## src/rtl/sat_pkg.sv

```systemverilog
// Shared definitions for the clause control stage: FSM states, clause
// status encoding and the lit-chain free-literal count encoding.
package sat_pkg;

    typedef enum logic [2:0] {
        S_IDLE,
        S_SETTLE,
        S_EVAL,
        S_IMPLY,
        S_IDRIVE,
        S_CDRIVE,
        S_CAPTURE,
        S_CONFL
    } state_t;

    localparam logic [1:0] ST_UNDEF = 2'b00;
    localparam logic [1:0] ST_SAT   = 2'b01;
    localparam logic [1:0] ST_UNIT  = 2'b10;
    localparam logic [1:0] ST_CONFL = 2'b11;

    localparam logic [1:0] FLC_ZERO = 2'd0;
    localparam logic [1:0] FLC_ONE  = 2'd1;
    localparam logic [1:0] FLC_MANY = 2'd2;

    // Satisfied wins over everything; a count of 3 behaves like "many".
    function automatic logic [1:0] classify(input logic sat, input logic [1:0] flc);
        logic [1:0] result;
        result = ST_UNDEF;
        if (sat) begin
            result = ST_SAT;
        end else begin
            case (flc)
                FLC_ZERO: result = ST_CONFL;
                FLC_ONE:  result = ST_UNIT;
                default:  result = ST_UNDEF;
            endcase
        end
        return result;
    endfunction

endpackage

```

## src/rtl/clause_ctrl.sv

```systemverilog
// Per-clause control stage behind a lit-cell chain: waits for the chain to
// settle after a write, classifies the clause, and then either requests an
// implication or collects and hands off the conflict clause.
module clause_ctrl
    import sat_pkg::*;
#(
    parameter int NUM_LITS   = 2,
    parameter int SETTLE_CYC = 1
) (
    input  logic                clk,
    input  logic                rst,
    input  logic                start_i,
    input  logic                abort_i,
    input  logic [1:0]          freelitcnt_i,
    input  logic                clausesat_i,
    input  logic [NUM_LITS-1:0] cclause_i,
    output logic                imp_drv_o,
    output logic                cclause_drv_o,
    output logic                imp_valid_o,
    input  logic                imp_ready_i,
    output logic                confl_valid_o,
    input  logic                confl_ready_i,
    output logic [NUM_LITS-1:0] confl_clause_o,
    output logic [1:0]          status_o,
    output logic                busy_o
);

    localparam logic [3:0] SETTLE_LOAD = 4'(SETTLE_CYC - 1);

    state_t              state_q, state_d;
    logic [3:0]          settle_cnt_q, settle_cnt_d;
    logic                pending_q, pending_d;
    logic [1:0]          status_q, status_d;
    logic                imp_drv_q, imp_drv_d;
    logic                cclause_drv_q, cclause_drv_d;
    logic                imp_valid_q, imp_valid_d;
    logic                confl_valid_q, confl_valid_d;
    logic [NUM_LITS-1:0] confl_clause_q, confl_clause_d;
    logic [1:0]          eval_class;

    assign eval_class = classify(clausesat_i, freelitcnt_i);

    // State register.
    always_ff @(posedge clk) begin
        if (rst) begin
            state_q <= S_IDLE;
        end else begin
            state_q <= state_d;
        end
    end

    // Next-state logic; abort overrides every transition.
    always_comb begin
        state_d = state_q;
        case (state_q)
            S_IDLE: begin
                if (start_i || pending_q) begin
                    state_d = S_SETTLE;
                end
            end
            S_SETTLE: begin
                if (settle_cnt_q == 4'd0) begin
                    state_d = S_EVAL;
                end
            end
            S_EVAL: begin
                case (eval_class)
                    ST_UNIT:  state_d = S_IMPLY;
                    ST_CONFL: state_d = S_CDRIVE;
                    default:  state_d = S_IDLE;
                endcase
            end
            S_IMPLY: begin
                if (imp_ready_i) begin
                    state_d = S_IDRIVE;
                end
            end
            S_IDRIVE:  state_d = S_IDLE;
            S_CDRIVE:  state_d = S_CAPTURE;
            S_CAPTURE: state_d = S_CONFL;
            S_CONFL: begin
                if (confl_ready_i) begin
                    state_d = S_IDLE;
                end
            end
            default:   state_d = S_IDLE;
        endcase
        if (abort_i) begin
            state_d = S_IDLE;
        end
    end

    // Output and datapath next values; outputs are decoded from the next
    // state so that the registered versions line up with the state itself.
    always_comb begin
        settle_cnt_d   = settle_cnt_q;
        pending_d      = pending_q;
        status_d       = status_q;
        confl_clause_d = confl_clause_q;

        if (state_q == S_IDLE && state_d == S_SETTLE) begin
            settle_cnt_d = SETTLE_LOAD;
        end else if (state_q == S_SETTLE && settle_cnt_q != 4'd0) begin
            settle_cnt_d = settle_cnt_q - 4'd1;
        end

        if (state_q != S_IDLE && start_i) begin
            pending_d = 1'b1;
        end
        if (state_q == S_IDLE && state_d == S_SETTLE) begin
            pending_d = 1'b0;
        end
        if (abort_i) begin
            pending_d = 1'b0;
        end

        if (state_q == S_EVAL && !abort_i) begin
            status_d = eval_class;
        end

        if (state_q == S_CAPTURE && !abort_i) begin
            confl_clause_d = cclause_i;
        end

        imp_valid_d   = (state_d == S_IMPLY);
        imp_drv_d     = (state_d == S_IDRIVE);
        cclause_drv_d = (state_d == S_CDRIVE) || (state_d == S_CAPTURE);
        confl_valid_d = (state_d == S_CONFL);
    end

    // Datapath and registered outputs.
    always_ff @(posedge clk) begin
        if (rst) begin
            settle_cnt_q   <= 4'd0;
            pending_q      <= 1'b0;
            status_q       <= ST_UNDEF;
            confl_clause_q <= '0;
            imp_valid_q    <= 1'b0;
            imp_drv_q      <= 1'b0;
            cclause_drv_q  <= 1'b0;
            confl_valid_q  <= 1'b0;
        end else begin
            settle_cnt_q   <= settle_cnt_d;
            pending_q      <= pending_d;
            status_q       <= status_d;
            confl_clause_q <= confl_clause_d;
            imp_valid_q    <= imp_valid_d;
            imp_drv_q      <= imp_drv_d;
            cclause_drv_q  <= cclause_drv_d;
            confl_valid_q  <= confl_valid_d;
        end
    end

    assign imp_drv_o      = imp_drv_q;
    assign cclause_drv_o  = cclause_drv_q;
    assign imp_valid_o    = imp_valid_q;
    assign confl_valid_o  = confl_valid_q;
    assign confl_clause_o = confl_clause_q;
    assign status_o       = status_q;
    assign busy_o         = (state_q != S_IDLE);

endmodule

```

## config.mk

```make
export PLATFORM = sky130hd
export DESIGN_NAME = clause_ctrl
export DESIGN_NICKNAME = d
export VERILOG_FILES = /design/src/rtl/sat_pkg.sv /design/src/rtl/clause_ctrl.sv
export SDC_FILE = /design/constraint.sdc
export NUM_CORES = 1
export LEC_CHECK = 0
export CAP_MARGIN = 10
export CORE_MARGIN = 10
export CORE_UTILIZATION = 41
export DETAILED_ROUTE_END_ITERATION = 10
export PLACE_DENSITY_LB_ADDON = 0.1
export SETUP_SLACK_MARGIN = 0.5
export SYNTH_ARGS = -nofsm -noshare
export SYNTH_HDL_FRONTEND = slang
export SYNTH_SLANG_ARGS = --single-unit
```

## constraint.sdc

```tcl
create_clock -name clk -period 1.8 [get_ports clk]
set_input_delay 0.27 -clock clk [delete_from_list [all_inputs] [get_ports clk]]
set_output_delay 0.27 -clock clk [all_outputs]
set_load 0.05 [all_outputs]
```

# Word-level counts from Yosys, hierarchy flattened
# Index checks and enable logic that the tools add are counted.
# W data, S select, Z words.
dict set report totals {
  ff_bits 16
  input_bits 11
  elab_cells 50
}
dict set report op_classes {
  n_addsub 1
  eq_ne 16
  muxes 9
  reduce_logical 15
}
# op count
set ops {}
lappend ops {{$eq A3 B3 Y1 const B} 8}
lappend ops {{$pmux W3 S8} 1}
lappend ops {{$mux W3} 5}
lappend ops {{$eq A3 B2 Y1 const B} 3}
lappend ops {{$eq A3 B1 Y1 const B} 2}
lappend ops {{$pmux W3 S2} 1}
lappend ops {{$logic_and A1 B1 Y1} 5}
lappend ops {{$eq A2 B2 Y1 const B} 2}
lappend ops {{$logic_not A4 Y1} 1}
lappend ops {{$pmux W2 S2} 1}
lappend ops {{$reduce_bool A4 Y1} 1}
lappend ops {{$sub A4 B1 Y4 const B} 1}
lappend ops {{$logic_not A3 Y1} 1}
lappend ops {{$reduce_bool A3 Y1} 1}
lappend ops {{$reduce_or A3 Y1} 1}
lappend ops {{$eq A2 B1 Y1 const B} 1}
lappend ops {{$logic_not A2 Y1} 1}
lappend ops {{$logic_or A1 B1 Y1} 2}
lappend ops {{$mux W2} 1}
lappend ops {{$reduce_or A2 Y1} 1}
lappend ops {{$logic_not A1 Y1} 1}

# Logic depth before layout (Yosys ltp)
# Gate-level depths: netlist (run 1).
dict set report depth {
  depth_word 10
  depth_mapped 8
}

# Worst setup path before layout (run 1)
# Ideal clock, no wire load.
dict set report synth_timing {
  path_type {reg-to-reg}
  startpoint {register settle_cnt_q[0]}
  endpoint {register settle_cnt_q[3]}
  setup_ns 0.126
  arrival_time_ns 1.887
  required_ns 1.674
  setup_slack_ns -0.212
  stages_incl_launch_ff 9
  path_cell_list {dfxtp_1 -> inv_1 -> ha_1 -> nor3b_1 -> or4b_1 -> clkbuf_2 -> or4_1 -> xor2_1 -> nor2_2}
}
dict set report synth_between {
  elab_chain_cells 7
  elab_cells_between_ends 10
  cone_classes {add/sub: 1; eq/ne: 1; mux: 3; reduce/logical: 5}
}
# item line_no
set synth_rtl {}
lappend synth_rtl {{start: declaration} clause_ctrl.sv:31} ;# logic [3:0] settle_cnt_q, settle_cnt_d;
lappend synth_rtl {{start signal: assignment} clause_ctrl.sv:143} ;# settle_cnt_q <= settle_cnt_d;
lappend synth_rtl {{$logic_not A4 Y1} clause_ctrl.sv:62} ;# if (settle_cnt_q == 4'd0) begin
lappend synth_rtl {{$mux W3} clause_ctrl.sv:62}
lappend synth_rtl {{$pmux W3 S8} clause_ctrl.sv:55} ;# case (state_q)
lappend synth_rtl {{$mux W3} clause_ctrl.sv:88} ;# if (abort_i) begin
lappend synth_rtl {{$eq A3 B1 Y1} clause_ctrl.sv:101} ;# if (state_q == S_IDLE && state_d == S_SETTLE) begin
lappend synth_rtl {{$logic_and A1 B1 Y1} clause_ctrl.sv:101}
lappend synth_rtl {{$reduce_or A2 Y1 (no line)} -}
# Several ways; a longest one is shown, not always the timed one.
# A chain may end at the register's enable or synchronous reset.

# Final worst setup path (run 1)
dict set report layout_timing {
  startpoint {register settle_cnt_q[0]}
  endpoint {register imp_drv_q (netlist: imp_drv_o)}
}
dict set report layout_between {
  elab_chain_cells 5
}
# item line_no
set layout_rtl {}
lappend layout_rtl {{$logic_not A4 Y1} clause_ctrl.sv:62}
lappend layout_rtl {{$mux W3} clause_ctrl.sv:62}
lappend layout_rtl {{$pmux W3 S8} clause_ctrl.sv:55}
lappend layout_rtl {{$mux W3} clause_ctrl.sv:88}
lappend layout_rtl {{$eq A3 B3 Y1} clause_ctrl.sv:126} ;# imp_drv_d = (state_d == S_IDRIVE);
lappend layout_rtl {{end signal: assignment} clause_ctrl.sv:148} ;# imp_drv_q <= imp_drv_d;
lappend layout_rtl {{end: declaration} clause_ctrl.sv:34} ;# logic imp_drv_q, imp_drv_d;
# Every way passes these cells.

==> results of run 1 <==
final cells by class:
| cell class | instances | area [um2] |
|---|---|---|
| well taps | 25 | 31.28 |
| repair buffers | 42 | 394.1 |
| clock buffers | 4 | 36.28 |
| fillers | 116 | 400.4 |
| multi-input cells | 61 | 496.7 |
| inverters | 6 | 22.52 |
| flip-flops and latches | 16 | 326.6 |
logic make-up (layout without fill, tap and decap cells):
logic type                 after synthesis  count (layout)  synth area share (%)
AOI/OAI and AO/OA                       15              15                 13.31
and+or+nand+nor                         39              39                 27.81
xor gates and xnor gates                 4               4                 4.779
buffers and inverters                    9              52                 5.971
DFF                                     16              16                 43.69
adders and majority gates                1               1                 1.706
muxes                                    2               2                 2.730
layout by cell type, fill, tap and decap left out, types with 3 or more instances in the layout:
cell type,n
inv_1,3
nand3_1,3
buf_6,6
inv_2,3
o21ai_0,5
clkdlybuf4s15_2,5
nand2_1,5
buf_4,17
dfxtp_1,13
nor2_1,13
clkbuf_4,3
clkdlybuf4s50_1,9
final timing paths:
kind	start	to	slack [ns]	cells after the start
max reg2reg	settle_cnt_q[0]	imp_drv_o	-0.16	8
min reg2reg	status_o[0]	status_o[0]	0.48	2
min	abort_i	state_q[0]	0.45	3
max	settle_cnt_q[0]	imp_drv_o	-0.16	8
layer usage:
metal  track usage, %  share of wire (%)  vias to the layer above
met5                0                  0                        -
li1                 -                  -                      387
met2            18.21                 51                       21
met1            10.35                 42                      367
met3            3.405                4.1                        5
met4            4.190                2.2                        0
sequential cells by signal (all words and copies together) (netlist names):
register / flops
confl_valid_o: 1
imp_drv_o: 1
pending_q: 1
status_o: 2
settle_cnt_q: 4
imp_valid_o: 1
state_q: 3
confl_clause_o: 2
cclause_drv_o: 1
power groups by stage:
stage,clock (mW),combinational [mW],sequential [mW]
final,0.242,0.101,0.358
after global routing,0.261,0.106,0.359
after CTS,0.247,0.0943,0.357
after detailed placement,0,0.0831,0.367
after global placement,0,0.0823,0.367
after floorplan,0,0.0331,0.370
stage by stage:
stage	power (mW)	hold WS (ns)
final	0.7017	0.4548
after global routing	0.7261	0.4749
after floorplan	0.4034	0.3391
after global placement	0.4493	0.4613
after detailed placement	0.4501	0.4654
after CTS	0.6986	0.4781
critical path, cell delays in order (launching register included):
cell and delay, ns:
dfxtp_2 0.35, inv_2 0.05, ha_4 0.15, nor3b_4 0.15
or4b_4 0.50, buf_6 0.13, nand4_1 0.18, o31ai_2 0.11
o211a_1 0.23
timing repair:
item / 4_1_cts / 5_1_grt
setup buffers: 6 / 5
pin swaps: 8 / 6
endpoints found under the setup margin: 22 / 19
gates resized for setup: 41 / 19
==> flow_summary_export.csv, run 1 <==
group,metric,value,unit
status,status,"finished, violations left",
status,violations,"setup timing",
worst_setup_path,end_kind,"register",
routing,ant_nets,0,
floorplan,io_pins,20,
clock_network,numCtsBuffers,3,
worst_setup_path,worstPathRequired,1.99,ns
clock_network,worstSkewPairLatency,0.29,ns
power_and_ir_drop,p_leak,0.5425,nW
global_route,first_global_vias,779,
job,max_cap_viol_count,0,
routing,routed_wl,2132,um
synth,yosys-top-cells-area,"dfxtp_1 44%, nor2_1 7.7%, o21ai_0 4.1%",
synth,syn_inst,86,
global_route,antenna_found_initial,0,
routing,drt_iter0_drc,3,
floorplan,core,0.001708,mm2
global_route,grt_pass1_wl,3284,um
worst_setup_path,cp_max_fo,4,
synth,yosysWarnings,0,
timing,clock_skew,0.003712,ns
timing,slew_violations,0,
clock_network,htree_levels,1,
routing,first_pass_iters,4,
clock_network,cts_hold_buf,0,
routing,drcViolationCount,0,
place,dp_cells,139,
place,port_buffers,19,
routing,vias,780,
place,place_ws,-0.1776,ns
cells_and_area,layout-drive-gt1-share,46.51,%
timing,finalHoldViolations,0,
clock_network,clockRootBuffer,"clkbuf_4",
timing,setup_tns,-0.7432,ns
synth,synthFlopType,"dfxtp_1",
clock_network,cts_sinks,16,
synth,yosysTopAreaCell,"dfxtp_1",
cells_and_area,finalNonFillerCells,154,
synth,synthTopCellsByCount,"16 x dfxtp_1, 15 x nor2_1, 6 x inv_1, 6 x nand2_1, 6 x o21ai_0",
clock_network,cts_tree,"done",
power_and_ir_drop,clock_power_share,34.6,%
place,dpl_cell_area,0.001054,mm2
synth,syn_avg_cell_area,8.526,um2
global_route,grt.overflow.total,0,
floorplan,die_x,62.29,um
power_and_ir_drop,ir_drop,0.3588,mV
global_route,grt_max_degree,11,
place,gp_congestion,0.8225,
cells_and_area,fin_nets,142,
synth,synth_top_cell_area_share,43.69,%
routing,via_per_inst,5.065,
worst_setup_path,cp-start-kind,"register",
floorplan,die_h,62.29,um
clock_network,clkSlewWorstSetupHoldPaths,0.10,ns
floorplan,dieArea,0.003880,mm2
synth,synth.most_common_cell,"dfxtp_1",
timing,post-route-min-period,1.956,ns
power_and_ir_drop,switching_share,24.44,%
cells_and_area,areaGrowthSynthToFinish,78.33,%
power_and_ir_drop,power_switching,0.1715,mW
power_and_ir_drop,p_seq_share,51.1,%
clock_network,clockBufferDepth,2,
synth,synth_cell_types,32,
worst_setup_path,path_class,"register to register",
global_route,grt.total_usage,10.09,%
cells_and_area,diodes,0,
synth,ys_ff_latch,16,
synth,syn_nets,98,
place,place_hpwl,1442,um
power_and_ir_drop,power_density,536.6,mW/mm2
cells_and_area,fin_util,76.56,%
synth,yosysSeqAreaShare,43.69,%
worst_setup_path,cp.arrival,2.15,ns
synth,netlist_area,733.2,um2
cells_and_area,final_area,0.001308,mm2
timing,rsz0062_at_grt,"yes",
timing,worst_pin_slew,0.4483,ns
timing,worst_slack,-0.1563,ns
power_and_ir_drop,combPwrFrac,14.4,%
synth,synth_edf_count,0,
power_and_ir_drop,internal_power,0.5302,mW
timing,fmax,511.2,MHz
timing,slew-limit-headroom,69.94,%
routing,avgRoutedWirePerCell,13.84,um
timing,setup_viol,8,
timing,period_share,108.7,%
floorplan,row_count,15,
synth,ys_async_sr_fraction,0,%
min_path,hold_path_class,"primary input to register",
floorplan,initial_core_util,42.93,%
No activity file was read; power rests on OpenSTA's default activity.
==> run 2, diff against run 1 <==
--- a/config.mk
+++ b/config.mk
@@ -5,7 +5,7 @@
 export SDC_FILE = /design/constraint.sdc
 export NUM_CORES = 1
 export LEC_CHECK = 0
-export CAP_MARGIN = 10
+export CAP_MARGIN = 20
 export CORE_MARGIN = 10
 export CORE_UTILIZATION = 41
 export DETAILED_ROUTE_END_ITERATION = 10
==> results of run 2 <==
The final DEF is identical to that of run 1; final timing and power are the same.
==> run 3, diff against run 2 <==
--- a/config.mk
+++ b/config.mk
@@ -6,7 +6,7 @@
 export NUM_CORES = 1
 export LEC_CHECK = 0
 export CAP_MARGIN = 20
-export CORE_MARGIN = 10
+export CORE_MARGIN = 8
 export CORE_UTILIZATION = 41
 export DETAILED_ROUTE_END_ITERATION = 10
 export PLACE_DENSITY_LB_ADDON = 0.1
==> run 3 against run 2 <==
- the flow still finishes with violations (setup timing)
- core utilization is 1.5 points lower
- critical path depth is 2 higher
- global-route usage is 3.4 points higher
- sequential power hardly changed
- combinational power is 4% lower
- maximum frequency is 0.63% lower
- largest power group unchanged
- flip-flop and latch count stayed put
==> flow_summary_export.csv, run 3 (synthesis results as in run 1) <==
group,metric,value,unit
status,status,"finished, violations left",
status,violations,"setup timing",
routing,vias,750,
floorplan,row_count,15,
clock_network,cts_sinks,16,
power_and_ir_drop,clock_power_share,34.8,%
power_and_ir_drop,p_seq_share,51.4,%
cells_and_area,fillerInstances,118,
routing,drcViolationCount,0,
floorplan,initial_core_util,42.93,%
routing,via_per_inst,4.902,
timing,post-route-min-period,1.969,ns
clock_network,htree_levels,1,
cells_and_area,areaGrowthSynthToFinish,74.74,%
worst_setup_path,cp-start-kind,"register",
power_and_ir_drop,internal_power,0.5281,mW
worst_setup_path,path_class,"register to register",
place,dp_cells,141,
timing,finalHoldViolations,0,
cells_and_area,layout_common_cells,"16 x buf_4, 12 x nor2_1, 11 x dfxtp_1",
routing,ant_nets,0,
cells_and_area,fin_util,75.02,%
timing,slew-limit-headroom,68.79,%
worst_setup_path,cp_max_fo,4,
routing,first_pass_iters,4,
cells_and_area,top_register,"settle_cnt_q",
power_and_ir_drop,combPwrFrac,13.8,%
power_and_ir_drop,switching_share,24.41,%
global_route,grt.overflow.total,0,
place,gp_congestion,0.8588,
worst_setup_path,end_kind,"register",
power_and_ir_drop,ir_drop,0.4534,mV
global_route,grt_pass1_wl,3601,um
global_route,first_global_vias,783,
clock_network,clkSlewWorstSetupHoldPaths,0.10,ns
floorplan,io_pins,20,
timing,period_share,109.4,%
global_route,antenna_found_initial,0,
floorplan,dieArea,0.003398,mm2
routing,drt_iter0_drc,7,
power_and_ir_drop,power_density,545.2,mW/mm2
power_and_ir_drop,power_switching,0.1705,mW
place,place_hpwl,1426,um
place,port_buffers,19,
timing,fmax,508.0,MHz
clock_network,cts_tree,"done",
floorplan,die_h,58.29,um
global_route,grt.total_usage,13.46,%
worst_setup_path,worstPathRequired,1.97,ns
clock_network,cts_hold_buf,0,
cells_and_area,diodes,0,
clock_network,clockBufferDepth,2,
timing,rsz0062_at_grt,"yes",
floorplan,core,0.001708,mm2
timing,slew_violations,0,
global_route,grt_max_degree,10,
clock_network,worstSkewPairLatency,0.29,ns
timing,clock_skew,0.002121,ns
clock_network,numCtsBuffers,3,
timing,setup_viol,8,
clock_network,clockRootBuffer,"clkbuf_4",
cells_and_area,final_common_cell,"buf_4",
cells_and_area,layout-drive-gt1-share,46.88,%
timing,worst_slack,-0.1686,ns
cells_and_area,fin_nets,141,
job,max_cap_viol_count,0,
cells_and_area,finalNonFillerCells,153,
timing,worst_pin_slew,0.4653,ns
worst_setup_path,cp.arrival,2.14,ns
routing,avgRoutedWirePerCell,14.16,um
routing,routed_wl,2166,um
min_path,hold_path_class,"register to register",
cells_and_area,top_regs,"settle_cnt_q: 4 flops, state_q: 3 flops",
floorplan,die_x,58.29,um
power_and_ir_drop,p_leak,0.5351,nW
cells_and_area,largest_reg_flops,4,
timing,whs,0.4786,ns
-- run 3: changes by cell type in the layout (fill, tap and decap cells not counted), sizes merged --
cell	previous run	this run
clkdlybuf4s18	2	0
buf	25	27
clkdlybuf4s15	5	4
-- run 3: power by group through the flow --
stage / registers, mW / logic [mW] / clock network, mW
detailed placement: 0.367 / 0.0839 / 0
floorplan: 0.370 / 0.0331 / 0
global route: 0.359 / 0.104 / 0.260
global placement: 0.367 / 0.0830 / 0
finish: 0.359 / 0.0967 / 0.243
CTS: 0.359 / 0.0909 / 0.244
-- run 3: critical path, stage by stage, from the launching register on --
cell     delay, ns
dfxtp_2       0.35
inv_2         0.05
ha_4          0.16
nor3b_4       0.15
or4b_4        0.51
buf_4         0.15
buf_6         0.10
buf_6         0.12
nor2_4        0.08
xnor2_1       0.11
nor2_1        0.05
-- run 3: per-layer routing --
layer  track usage, %  up-vias  wire (um)
met5                0        -          0
met4            7.343        0         42
met3            3.261        4         79
met2            22.52       12       1070
met1            15.32      355        975
li1                 -      379          -
-- run 3: metrics by stage --
step	power (mW)	setup TNS, ns	setup slack (ns)	cell area (um2)
6_report	0.6986	-0.8461	-0.1686	1281
5_1_grt	0.7228	-1.417	-0.2233	1281
4_1_cts	0.6944	-0.5324	-0.1447	1244
3_5_place_dp	0.4510	-0.3382	-0.1552	1069
3_3_place_gp	0.4500	-0.1889	-0.1045	1069
2_1_floorplan	0.4034	-0.1730	-0.1730	765.7
-- run 3: cell type report --
| cell class | count | area [um2] | share of cell area [%] |
|---|---|---|---|
| Multi-Input combinational cell | 61 | 491.7 | 38.38 |
| Tap cell | 25 | 31.28 | 2.441 |
| Sequential cell | 16 | 329.1 | 25.68 |
| Timing Repair Buffer | 41 | 370.4 | 28.91 |
| Inverter | 6 | 22.52 | 1.758 |
| Clock buffer | 4 | 36.28 | 2.832 |
-- run 3: repair_timing --
| item | in CTS | in global routing |
|---|---|---|
| pin swaps | 8 | 4 |
| gates resized for setup | 43 | 20 |
| setup endpoints to repair | 20 | 20 |
| setup buffers | 7 | 1 |
-- run 3: path summary, 6_finish.rpt --
| check | slack [ns] | cells past startpoint | start | endpoint |
|---|---|---|---|---|
| worst max-delay path | -0.17 | 10 | settle_cnt_q[0] | settle_cnt_q[2] |
| worst min-delay path | 0.48 | 2 | status_o[1] | status_o[1] |
| worst max register to register | -0.17 | 10 | settle_cnt_q[0] | settle_cnt_q[2] |
| worst min register to register | 0.48 | 2 | status_o[1] | status_o[1] |
